## src/rtl/alu_seq_pkg.sv

```systemverilog
// alu_seq_pkg: op encodings, FSM state type and counter-width helper shared
// by the sequential ALU and its iterative multiply/divide unit.
package alu_seq_pkg;

  localparam logic [1:0] OP_ADD = 2'b00;
  localparam logic [1:0] OP_SUB = 2'b01;
  localparam logic [1:0] OP_MUL = 2'b10;
  localparam logic [1:0] OP_DIV = 2'b11;

  typedef enum logic [1:0] {
    IDLE = 2'd0,
    RUN  = 2'd1,
    DONE = 2'd2
  } state_t;

  // Smallest r with 2**r >= n; sizes the iteration counter.
  function automatic int clog2(input int n);
    int r;
    r = 0;
    for (int i = 0; i < 31; i++) begin
      if ((1 << i) < n) r = i + 1;
    end
    return r;
  endfunction

endpackage

```

## src/rtl/alu_seq_if.sv

```systemverilog
// alu_seq_if: start/busy/done request bus of the sequential ALU.
// The master drives operands and start; the slave (the ALU) returns status
// and the registered result.
interface alu_seq_if #(
  parameter int WIDTH = 6
) ();
  logic               start;
  logic [WIDTH-1:0]   a;
  logic [WIDTH-1:0]   b;
  logic [2:0]         func;
  logic               busy;
  logic               done;
  logic [2*WIDTH-1:0] out;
  logic               err;

  modport master (output start, a, b, func, input busy, done, out, err);
  modport slave  (input start, a, b, func, output busy, done, out, err);
endinterface

```

## src/rtl/alu_seq_muldiv.sv

```systemverilog
// seq_muldiv: iterative shift-add multiplier / restoring divider.
// One shared 2*WIDTH accumulator holds {hi, lo} of the product or
// {remainder, quotient} of the division. The divider path is compiled in
// only when ALU_DIV_EN is defined. `result` is the accumulator after the
// step of the current cycle, so the owner can capture it on the cycle
// `last` is high.
module seq_muldiv
  import alu_seq_pkg::*;
#(
  parameter int WIDTH = 6
) (
  input  logic               clk,
  input  logic               rst,
  input  logic               go,
  input  logic               is_div,
  input  logic [WIDTH-1:0]   a,
  input  logic [WIDTH-1:0]   b,
  output logic               last,
  output logic [2*WIDTH-1:0] result
);

  localparam int CW = clog2(WIDTH);

  logic [2*WIDTH-1:0] acc_q, acc_d, step;
  logic [WIDTH-1:0]   opnd_q, opnd_d;
  logic [CW-1:0]      cnt_q, cnt_d;
  logic [WIDTH:0]     mul_sum;

`ifdef ALU_DIV_EN
  logic               div_q, div_d;
  logic [WIDTH:0]     div_trial, div_diff;
`else
  logic               unused_is_div;
  assign unused_is_div = is_div;
`endif

  assign last   = (cnt_q == CW'(WIDTH - 1));
  assign result = step;

  // One iteration: add-and-shift for mul, trial-subtract-and-shift for div.
  always_comb begin
    mul_sum = {1'b0, acc_q[2*WIDTH-1:WIDTH]} + (acc_q[0] ? {1'b0, opnd_q} : '0);
    step    = {mul_sum, acc_q[WIDTH-1:1]};
`ifdef ALU_DIV_EN
    div_trial = {acc_q[2*WIDTH-1:WIDTH], acc_q[WIDTH-1]};
    div_diff  = div_trial - {1'b0, opnd_q};
    if (div_q) begin
      // A set top bit means the trial went negative: restore and shift in 0.
      if (div_diff[WIDTH]) step = {div_trial[WIDTH-1:0], acc_q[WIDTH-2:0], 1'b0};
      else                 step = {div_diff[WIDTH-1:0],  acc_q[WIDTH-2:0], 1'b1};
    end
`endif
  end

  // Next-state: load on go, otherwise step until the counter hits its last value.
  always_comb begin
    acc_d  = acc_q;
    opnd_d = opnd_q;
    cnt_d  = cnt_q;
`ifdef ALU_DIV_EN
    div_d  = div_q;
`endif
    if (go) begin
      cnt_d = '0;
`ifdef ALU_DIV_EN
      div_d = is_div;
      if (is_div) begin
        acc_d  = {{WIDTH{1'b0}}, a};
        opnd_d = b;
      end else begin
        acc_d  = {{WIDTH{1'b0}}, b};
        opnd_d = a;
      end
`else
      acc_d  = {{WIDTH{1'b0}}, b};
      opnd_d = a;
`endif
    end else if (!last) begin
      acc_d = step;
      cnt_d = cnt_q + 1'b1;
    end
  end

  // Datapath registers.
  always_ff @(posedge clk) begin
    if (rst) begin
      acc_q  <= '0;
      opnd_q <= '0;
      cnt_q  <= '0;
`ifdef ALU_DIV_EN
      div_q  <= 1'b0;
`endif
    end else begin
      acc_q  <= acc_d;
      opnd_q <= opnd_d;
      cnt_q  <= cnt_d;
`ifdef ALU_DIV_EN
      div_q  <= div_d;
`endif
    end
  end

endmodule

```

## src/rtl/alu_seq_top.sv

```systemverilog
// alu_seq_top: sequential ALU with start/busy/done handshake.
// add/sub/out_sel finish one cycle after acceptance; mul/div iterate WIDTH
// cycles in seq_muldiv. Divide support is compiled in with ALU_DIV_EN;
// without it func=11 completes at once with out=0, err=1.
//
//   state | meaning
//   IDLE  | waiting for start, or (pend_q set) dispatching a latched request
//   RUN   | iterative mul/div in progress, busy=1
//   DONE  | one-cycle done pulse; out/err just updated; may accept start
module alu_seq_top
  import alu_seq_pkg::*;
#(
  parameter int WIDTH = 6
) (
  input  logic       clk,
  input  logic       rst,
  alu_seq_if.slave   bus
);

  state_t             state_q;
  logic               pend_q;
  logic [WIDTH-1:0]   a_q, b_q;
  logic [2:0]         func_q;
  logic [2*WIDTH-1:0] out_q;
  logic               err_q;

  logic               accept, is_mul, is_div, go, md_last;
  logic [2*WIDTH-1:0] md_result, sc_out;
  logic               sc_err;
  logic [WIDTH:0]     add_sum;

  // A request is taken in DONE, or in IDLE once the previous one is dispatched.
  assign accept = bus.start && (((state_q == IDLE) && !pend_q) || (state_q == DONE));

  assign is_mul = !func_q[2] && (func_q[1:0] == OP_MUL);
`ifdef ALU_DIV_EN
  assign is_div = !func_q[2] && (func_q[1:0] == OP_DIV) && (b_q != '0);
`else
  assign is_div = 1'b0;
`endif
  assign go = pend_q && (is_mul || is_div);

  seq_muldiv #(.WIDTH(WIDTH)) u_muldiv (
    .clk    (clk),
    .rst    (rst),
    .go     (go),
    .is_div (is_div),
    .a      (a_q),
    .b      (b_q),
    .last   (md_last),
    .result (md_result)
  );

  // Single-cycle results from the latched operands.
  always_comb begin
    sc_out  = '0;
    sc_err  = 1'b0;
    add_sum = {1'b0, a_q} + {1'b0, b_q};
    if (func_q[2]) begin
      sc_out = {a_q, b_q};
    end else begin
      case (func_q[1:0])
        OP_ADD: sc_out = {{(WIDTH-1){1'b0}}, add_sum};
        OP_SUB: begin
          sc_out = {{WIDTH{1'b0}}, a_q - b_q};
          sc_err = (a_q < b_q);
        end
        OP_DIV: begin
          // Only reached for b==0 when the divider exists.
`ifdef ALU_DIV_EN
          sc_out = '1;
`else
          sc_out = '0;
`endif
          sc_err = 1'b1;
        end
        default: ;
      endcase
    end
  end

  // Control FSM with operand latch and registered result.
  always_ff @(posedge clk) begin
    if (rst) begin
      state_q <= IDLE;
      pend_q  <= 1'b0;
      a_q     <= '0;
      b_q     <= '0;
      func_q  <= '0;
      out_q   <= '0;
      err_q   <= 1'b0;
    end else if (accept) begin
      a_q     <= bus.a;
      b_q     <= bus.b;
      func_q  <= bus.func;
      pend_q  <= 1'b1;
      state_q <= IDLE;
    end else begin
      case (state_q)
        IDLE: begin
          if (pend_q) begin
            pend_q <= 1'b0;
            if (go) begin
              state_q <= RUN;
            end else begin
              state_q <= DONE;
              out_q   <= sc_out;
              err_q   <= sc_err;
            end
          end
        end
        RUN: begin
          if (md_last) begin
            state_q <= DONE;
            out_q   <= md_result;
            err_q   <= 1'b0;
          end
        end
        DONE:    state_q <= IDLE;
        default: state_q <= IDLE;
      endcase
    end
  end

  assign bus.busy = (state_q == RUN);
  assign bus.done = (state_q == DONE);
  assign bus.out  = out_q;
  assign bus.err  = err_q;

endmodule
```

## src/flat_wrapper.sv

```systemverilog
// flat-port wrapper written by rule: the top's interface ports become plain ports
module alu_seq_top_flat import alu_seq_pkg::*;
#(
  parameter int WIDTH = 6
)
  (clk, rst, bus_start, bus_a, bus_b, bus_func, bus_busy, bus_done, bus_out, bus_err);
  alu_seq_if #(.WIDTH(WIDTH)) bus_i ();
  input  logic clk;
  input  logic rst;
  input wire logic [$bits(bus_i.start)-1:0] bus_start;
  input wire logic [$bits(bus_i.a)-1:0] bus_a;
  input wire logic [$bits(bus_i.b)-1:0] bus_b;
  input wire logic [$bits(bus_i.func)-1:0] bus_func;
  output wire logic [$bits(bus_i.busy)-1:0] bus_busy;
  output wire logic [$bits(bus_i.done)-1:0] bus_done;
  output wire logic [$bits(bus_i.out)-1:0] bus_out;
  output wire logic [$bits(bus_i.err)-1:0] bus_err;
  assign bus_i.start = bus_start;
  assign bus_i.a = bus_a;
  assign bus_i.b = bus_b;
  assign bus_i.func = bus_func;
  assign bus_busy = bus_i.busy;
  assign bus_done = bus_i.done;
  assign bus_out = bus_i.out;
  assign bus_err = bus_i.err;
  alu_seq_top #(.WIDTH(WIDTH)) u_core (.clk(clk), .rst(rst), .bus(bus_i));
endmodule
```

## config.mk

```make
export PLATFORM = sky130hd
export DESIGN_NAME = alu_seq_top_flat
export DESIGN_NICKNAME = d
export VERILOG_FILES = /design/src/rtl/alu_seq_pkg.sv /design/src/rtl/alu_seq_if.sv /design/src/rtl/alu_seq_muldiv.sv /design/src/rtl/alu_seq_top.sv /design/src/flat_wrapper.sv
export SDC_FILE = /design/constraint.sdc
export NUM_CORES = 1
export LEC_CHECK = 0
export CAP_MARGIN = 20
export CELL_PAD_IN_SITES_DETAIL_PLACEMENT = 1
export CELL_PAD_IN_SITES_GLOBAL_PLACEMENT = 2
export CORE_MARGIN = 2
export CORE_UTILIZATION = 34
export DETAILED_ROUTE_END_ITERATION = 6
export GPL_TIMING_DRIVEN = 0
export PLACE_DENSITY_LB_ADDON = 0.1
export SLEW_MARGIN = 25
export SYNTH_ARGS = -nofsm -noshare
export SYNTH_HDL_FRONTEND = slang
export SYNTH_SLANG_ARGS = --single-unit
```

## constraint.sdc

```tcl
create_clock -name clk -period 2.9 [get_ports clk]
set_clock_uncertainty 0.2 [all_clocks]
set_input_delay 0.435 -clock clk [delete_from_list [all_inputs] [get_ports clk]]
set_output_delay 0.435 -clock clk [all_outputs]
set_load 0.01 [all_outputs]
```

==> tab_implementation.tex <==
\begin{tabular}{lr}
\hline
Metric & Value \\
\hline
\multicolumn{2}{l}{\textbf{Synth}} \\
\quad Post-synth cell types & 53 \\
\quad Multiplexer share of the synthesized area & 0.0620 \\
\quad Number of storage elements in the synthesis netlist & 52 \\
\quad Cells taking the most area after synthesis & sky130\_fd\_sc\_hd\_\_dfxtp\_1 34\%, sky130\_fd\_sc\_hd\_\_ha\_1 8.1\%, sky130\_fd\_sc\_hd\_\_nand2\_1 6.3\% \\
\quad Area share of xor/xnor cells in the synthesized design & 0.00851 \\
\quad Syn Area/Cell & 8.09 um\^{}2 \\
\quad Number of nets in the synthesized netlist & 423 \\
\quad Area share of the leading cell type in the synthesized netlist & 0.337 \\
\quad Main combinational cell family by area after synthesis & simple AND/OR/NAND/NOR gates \\
\quad Sequential-to-total area share from yosys stat & 0.337 \\
\quad Count of yosys warnings during synthesis & 0 \\
\quad Fraction of the mapped netlist area in compound gates & 0.200 \\
\quad Number of flops mapped to enable cells by yosys & 0 \\
\quad Synth async-reset ratio & 0 \\
\quad Post-synthesis cell type with the largest combined area & sky130\_fd\_sc\_hd\_\_dfxtp\_1 \\
\quad Top flip-flop cell by instance count after synthesis & sky130\_fd\_sc\_hd\_\_dfxtp\_1 \\
\quad Post-synthesis simple-gate area fraction & 0.229 \\
\quad Post-synthesis adder-cell area fraction & 0.100 \\
\quad Synth Cell Area & 3090 um\^{}2 \\
\quad Number of standard cells after synthesis & 382 \\
\multicolumn{2}{l}{\textbf{Setup path}} \\
\quad Worst path max stage delay & 430 ps \\
\quad Type of the setup path with the least slack & reg -> reg \\
\quad Crit path cell chain & inv\_1, ha\_1, clkbuf\_1, inv\_1, a211oi\_1, a21oi\_1, nor3\_1, o21ai\_1 \\
\quad FF-to-FF Start & u\_core.b\_q[4] \\
\quad Worst Path Buf+Inv & 3 \\
\quad Critical Path Fanout Max & 10 \\
\quad Critical path startpoint & u\_core.b\_q[4] \\
\quad Startpoint type of the worst setup path & flop \\
\quad Arrival time at the worst endpoint & 2530 ps \\
\quad Dominant delay contributor by cell family on the critical path & compound AO/OA/AOI/OAI gates \\
\quad Library cell appearing most often on the critical path & sky130\_fd\_sc\_hd\_\_inv\_1 \\
\quad Endpoint required time on the critical path & 2890 ps \\
\quad Kind of end point of the critical path & flop \\
\quad Critical-path cell with the highest stage delay & sky130\_fd\_sc\_hd\_\_dfxtp\_1 \\
\multicolumn{2}{l}{\textbf{Clock tree}} \\
\quad Number of buffers added for setup after CTS & 0 \\
\quad Latest clock arrival within the worst-skew pair & 310 ps \\
\quad Quantity of gates resized following cts & 0 \\
\quad Reg clk slew, reported paths & 100 ps \\
\quad Cell at the root of the clock tree & sky130\_fd\_sc\_hd\_\_clkbuf\_8 \\
\quad CTS HTree Levels & 2 \\
\quad Number of clock sinks & 52 \\
\quad Maximum buffer depth of the clock tree & 2 \\
\quad Total of hold buffers inserted after clock tree synthesis & 0 \\
\quad Number of clock buffers inserted by TritonCTS & 5 \\
\quad Clock tree from TritonCTS & done \\
\multicolumn{2}{l}{\textbf{Timing}} \\
\quad Share of the cycle needed by the critical path after routing & 0.875 \\
\quad Actual slew at the worst max-slew pin & 626 ps \\
\quad Unrepaired setup endpoints after global routing & false \\
\quad Final worst slack & 362 ps \\
\quad Number of endpoints failing setup at the final stage & 0 \\
\quad Final critical path time including I/O delays and setup & 2540 ps \\
\quad Final sum of negative setup slack & 0 ps \\
\quad Number of hold violations in the final report & 0 \\
\quad Number of pins with negative max-slew slack in the final report & 0 \\
\quad Upper clock frequency limit & 0.394 GHz \\
\quad Worst slew margin & 0.583 \\
\multicolumn{2}{l}{\textbf{Power and ir drop}} \\
\quad Power density cells & 442 nW/um\^{}2 \\
\quad Sw frac & 0.287 \\
\quad Leakage power & 1.42 nW \\
\quad Share of total power in the clock network & 0.310 \\
\quad Internal & 0.00114 W \\
\quad Switching power of the nets & 0.000461 W \\
\quad Share of total power in sequential cells & 0.492 \\
\quad Comb pwr share & 0.198 \\
\quad IR drop worst, VDD & 210 uV \\
\multicolumn{2}{l}{\textbf{Global route}} \\
\quad Overall overflow remaining after global route & 0 \\
\quad Vias in the first global route & 2848 \\
\quad Wire length of the first global-routing pass & 15300 um \\
\quad Total routing resource utilization after global routing & 0.198 \\
\quad Largest net degree at the start of global routing & 15 \\
\quad Initial antenna violation count & 0 \\
\multicolumn{2}{l}{\textbf{Placed design}} \\
\quad Worst slack at placement & 414 ps \\
\quad Port Buffers & 31 \\
\quad Hpwl dp & 7270 um \\
\quad Last weighted congestion value of the routability-driven placer & 0.792 \\
\multicolumn{2}{l}{\textbf{Routing}} \\
\quad DR top layer & met4 \\
\quad Via Count & 2833 \\
\quad DRT iter0 DRCs & 60 \\
\quad Metal2 WL & 4400 um \\
\quad Number of iterations in the first detailed-routing pass & 4 \\
\quad Final ANT Viol Nets & 0 \\
\quad Final wirelength & 9340 um \\
\quad Routed WL per cell & 17.7 um \\
\quad Met1 Wirelength & 4710 um \\
\quad Post-route DRC & 0 \\
\quad Length of routed met3 wiring & 198 um \\
\quad Average vias per placed instance & 5.38 \\
\multicolumn{2}{l}{\textbf{Cells and area}} \\
\quad Total of fill cells in the finished design & 1098 \\
\quad Commonest cells after routing, fill and taps aside & 52 x sky130\_fd\_sc\_hd\_\_nand2\_1, 52 x sky130\_fd\_sc\_hd\_\_dfxtp\_1, 46 x sky130\_fd\_sc\_hd\_\_nor2\_1 \\
\quad Count of inserted antenna diode cells & 0 \\
\quad Share of post-route cells with drive strength above 1 & 0.0668 \\
\quad Synth-to-layout area growth & 17.6\% \\
\quad Nets & 461 \\
\multicolumn{2}{l}{\textbf{Status}} \\
\quad Result of the run & completed \\
\multicolumn{2}{l}{\textbf{Hold path}} \\
\quad Worst min path class & reg -> reg \\
\quad Hold wc startpoint & u\_core.u\_muldiv.opnd\_q[2] \\
\multicolumn{2}{l}{\textbf{Die}} \\
\quad Horiz. Die Dim & 99.3 um \\
\quad Area of the core & 8760 um\^{}2 \\
\quad Initial Utilization & 0.353 \\
\quad Number of ports placed on the die boundary & 33 \\
\quad Overall die area & 9860 um\^{}2 \\
\quad DIE HEIGHT & 99.3 um \\
\quad Number of cell rows & 34 \\
\multicolumn{2}{l}{\textbf{Job}} \\
\quad Number of maximum-capacitance violations & 0 \\
\hline
\end{tabular}
[cells by family after synthesis]
family                   Yosys count
AND/OR/NAND/NOR                  151
AO/OA/AOI/OAI                     89
flip-flops                        52
buffers and inverters             45
adder cells (fa/ha/maj)           23
multiplexers                      19
XOR/XNOR                           3
[power by group through the flow]
stage	combinational, W	clock (W)	sequential (W)
2_1_floorplan	0.000205	0	0.000795
5_1_grt	0.000358	0.000540	0.000795
3_3_place_gp	0.000315	0	0.000805
6_report	0.000318	0.000498	0.000789
4_1_cts	0.000323	0.000514	0.000790
3_5_place_dp	0.000322	0	0.000806
[area by class of cell]
cell class              count  area (um^2)  area share
repair buffers             31          310      0.0854
clock inverters             1         30.0     0.00826
multi-input cells         285         1860       0.511
clock buffers               5         68.8      0.0189
flip-flops and latches     52         1040       0.287
plain buffers              26          121      0.0334
well taps                 108          135      0.0372
inverters                  19         71.3      0.0196
[tightest hold or removal path, delay by kind of cell, from the launching register on]
kind	cells	cell delay (ps)
flops	1	320
simple gates	1	50
compound gates	1	50
[per-layer routing]
| metal | global-route usage | vias up |
|---|---|---|
| li1 | - | 1406 |
| met1 | 0.279 | 1396 |
| met2 | 0.332 | 29 |
| met3 | 0.0316 | 2 |
| met4 | 0.0221 | 0 |
| met5 | 0 | - |
[synth_stat cells (2+ instances only)]
| library cell | instances |
|---|---|
| sky130_fd_sc_hd__o21ai_1 | 2 |
| sky130_fd_sc_hd__dfxtp_1 | 52 |
| sky130_fd_sc_hd__nor2b_1 | 4 |
| sky130_fd_sc_hd__fa_1 | 3 |
| sky130_fd_sc_hd__ha_1 | 20 |
| sky130_fd_sc_hd__o211a_1 | 2 |
| sky130_fd_sc_hd__nor3_1 | 11 |
| sky130_fd_sc_hd__a21o_1 | 6 |
| sky130_fd_sc_hd__o211ai_1 | 8 |
| sky130_fd_sc_hd__and2_1 | 8 |
| sky130_fd_sc_hd__o221ai_1 | 2 |
| sky130_fd_sc_hd__clkbuf_1 | 14 |
| sky130_fd_sc_hd__inv_1 | 17 |
| sky130_fd_sc_hd__nor4_1 | 3 |
| sky130_fd_sc_hd__o21ai_0 | 9 |
| sky130_fd_sc_hd__nor3b_1 | 2 |
| sky130_fd_sc_hd__o21a_1 | 2 |
| sky130_fd_sc_hd__mux2i_1 | 18 |
| sky130_fd_sc_hd__a311oi_1 | 12 |
| sky130_fd_sc_hd__inv_2 | 2 |
| sky130_fd_sc_hd__nand2_1 | 52 |
| sky130_fd_sc_hd__a31oi_1 | 2 |
| sky130_fd_sc_hd__nor2_1 | 46 |
| sky130_fd_sc_hd__nand2b_1 | 5 |
| sky130_fd_sc_hd__and3_1 | 2 |
| sky130_fd_sc_hd__xnor2_1 | 3 |
| sky130_fd_sc_hd__a211oi_1 | 6 |
| sky130_fd_sc_hd__or2_2 | 2 |
| sky130_fd_sc_hd__nand3_1 | 7 |
| sky130_fd_sc_hd__a21oi_1 | 28 |
| sky130_fd_sc_hd__buf_2 | 10 |
[sequential cells by signal, summed over array words and instances (netlist names)]
| name | flops |
|---|---|
| u_core.bus.out | 12 |
| u_core.u_muldiv.acc_q | 12 |
| u_core.a_q | 6 |
| u_core.b_q | 6 |
| u_core.u_muldiv.opnd_q | 6 |
| u_core.func_q | 3 |
| u_core.u_muldiv.cnt_q | 3 |
| u_core.state_q | 2 |
| u_core.bus.err | 1 |
| u_core.pend_q | 1 |
[worst paths after layout]
check	endpoint	slack (ps)	cells past startpoint
max reg2reg	u_core.bus.out[5]	360	8
min	u_core.u_muldiv.opnd_q[2]	260	2
min reg2reg	u_core.u_muldiv.opnd_q[2]	260	2
max	u_core.bus.out[5]	360	8
[through the flow]
stage               utilization  instance area, um^2  hold slack, ps  std cells  total power [W]
floorplan                     -                 3090             232        382          0.00100
global placement          0.403                 3530             241        521          0.00112
detailed placement        0.403                 3530             243        521          0.00113
CTS                       0.415                 3630             257        527          0.00163
global route              0.415                 3630             273        527          0.00169
finish                    0.415                 3630             257        527          0.00160
(Power assumes the default switching activity.)
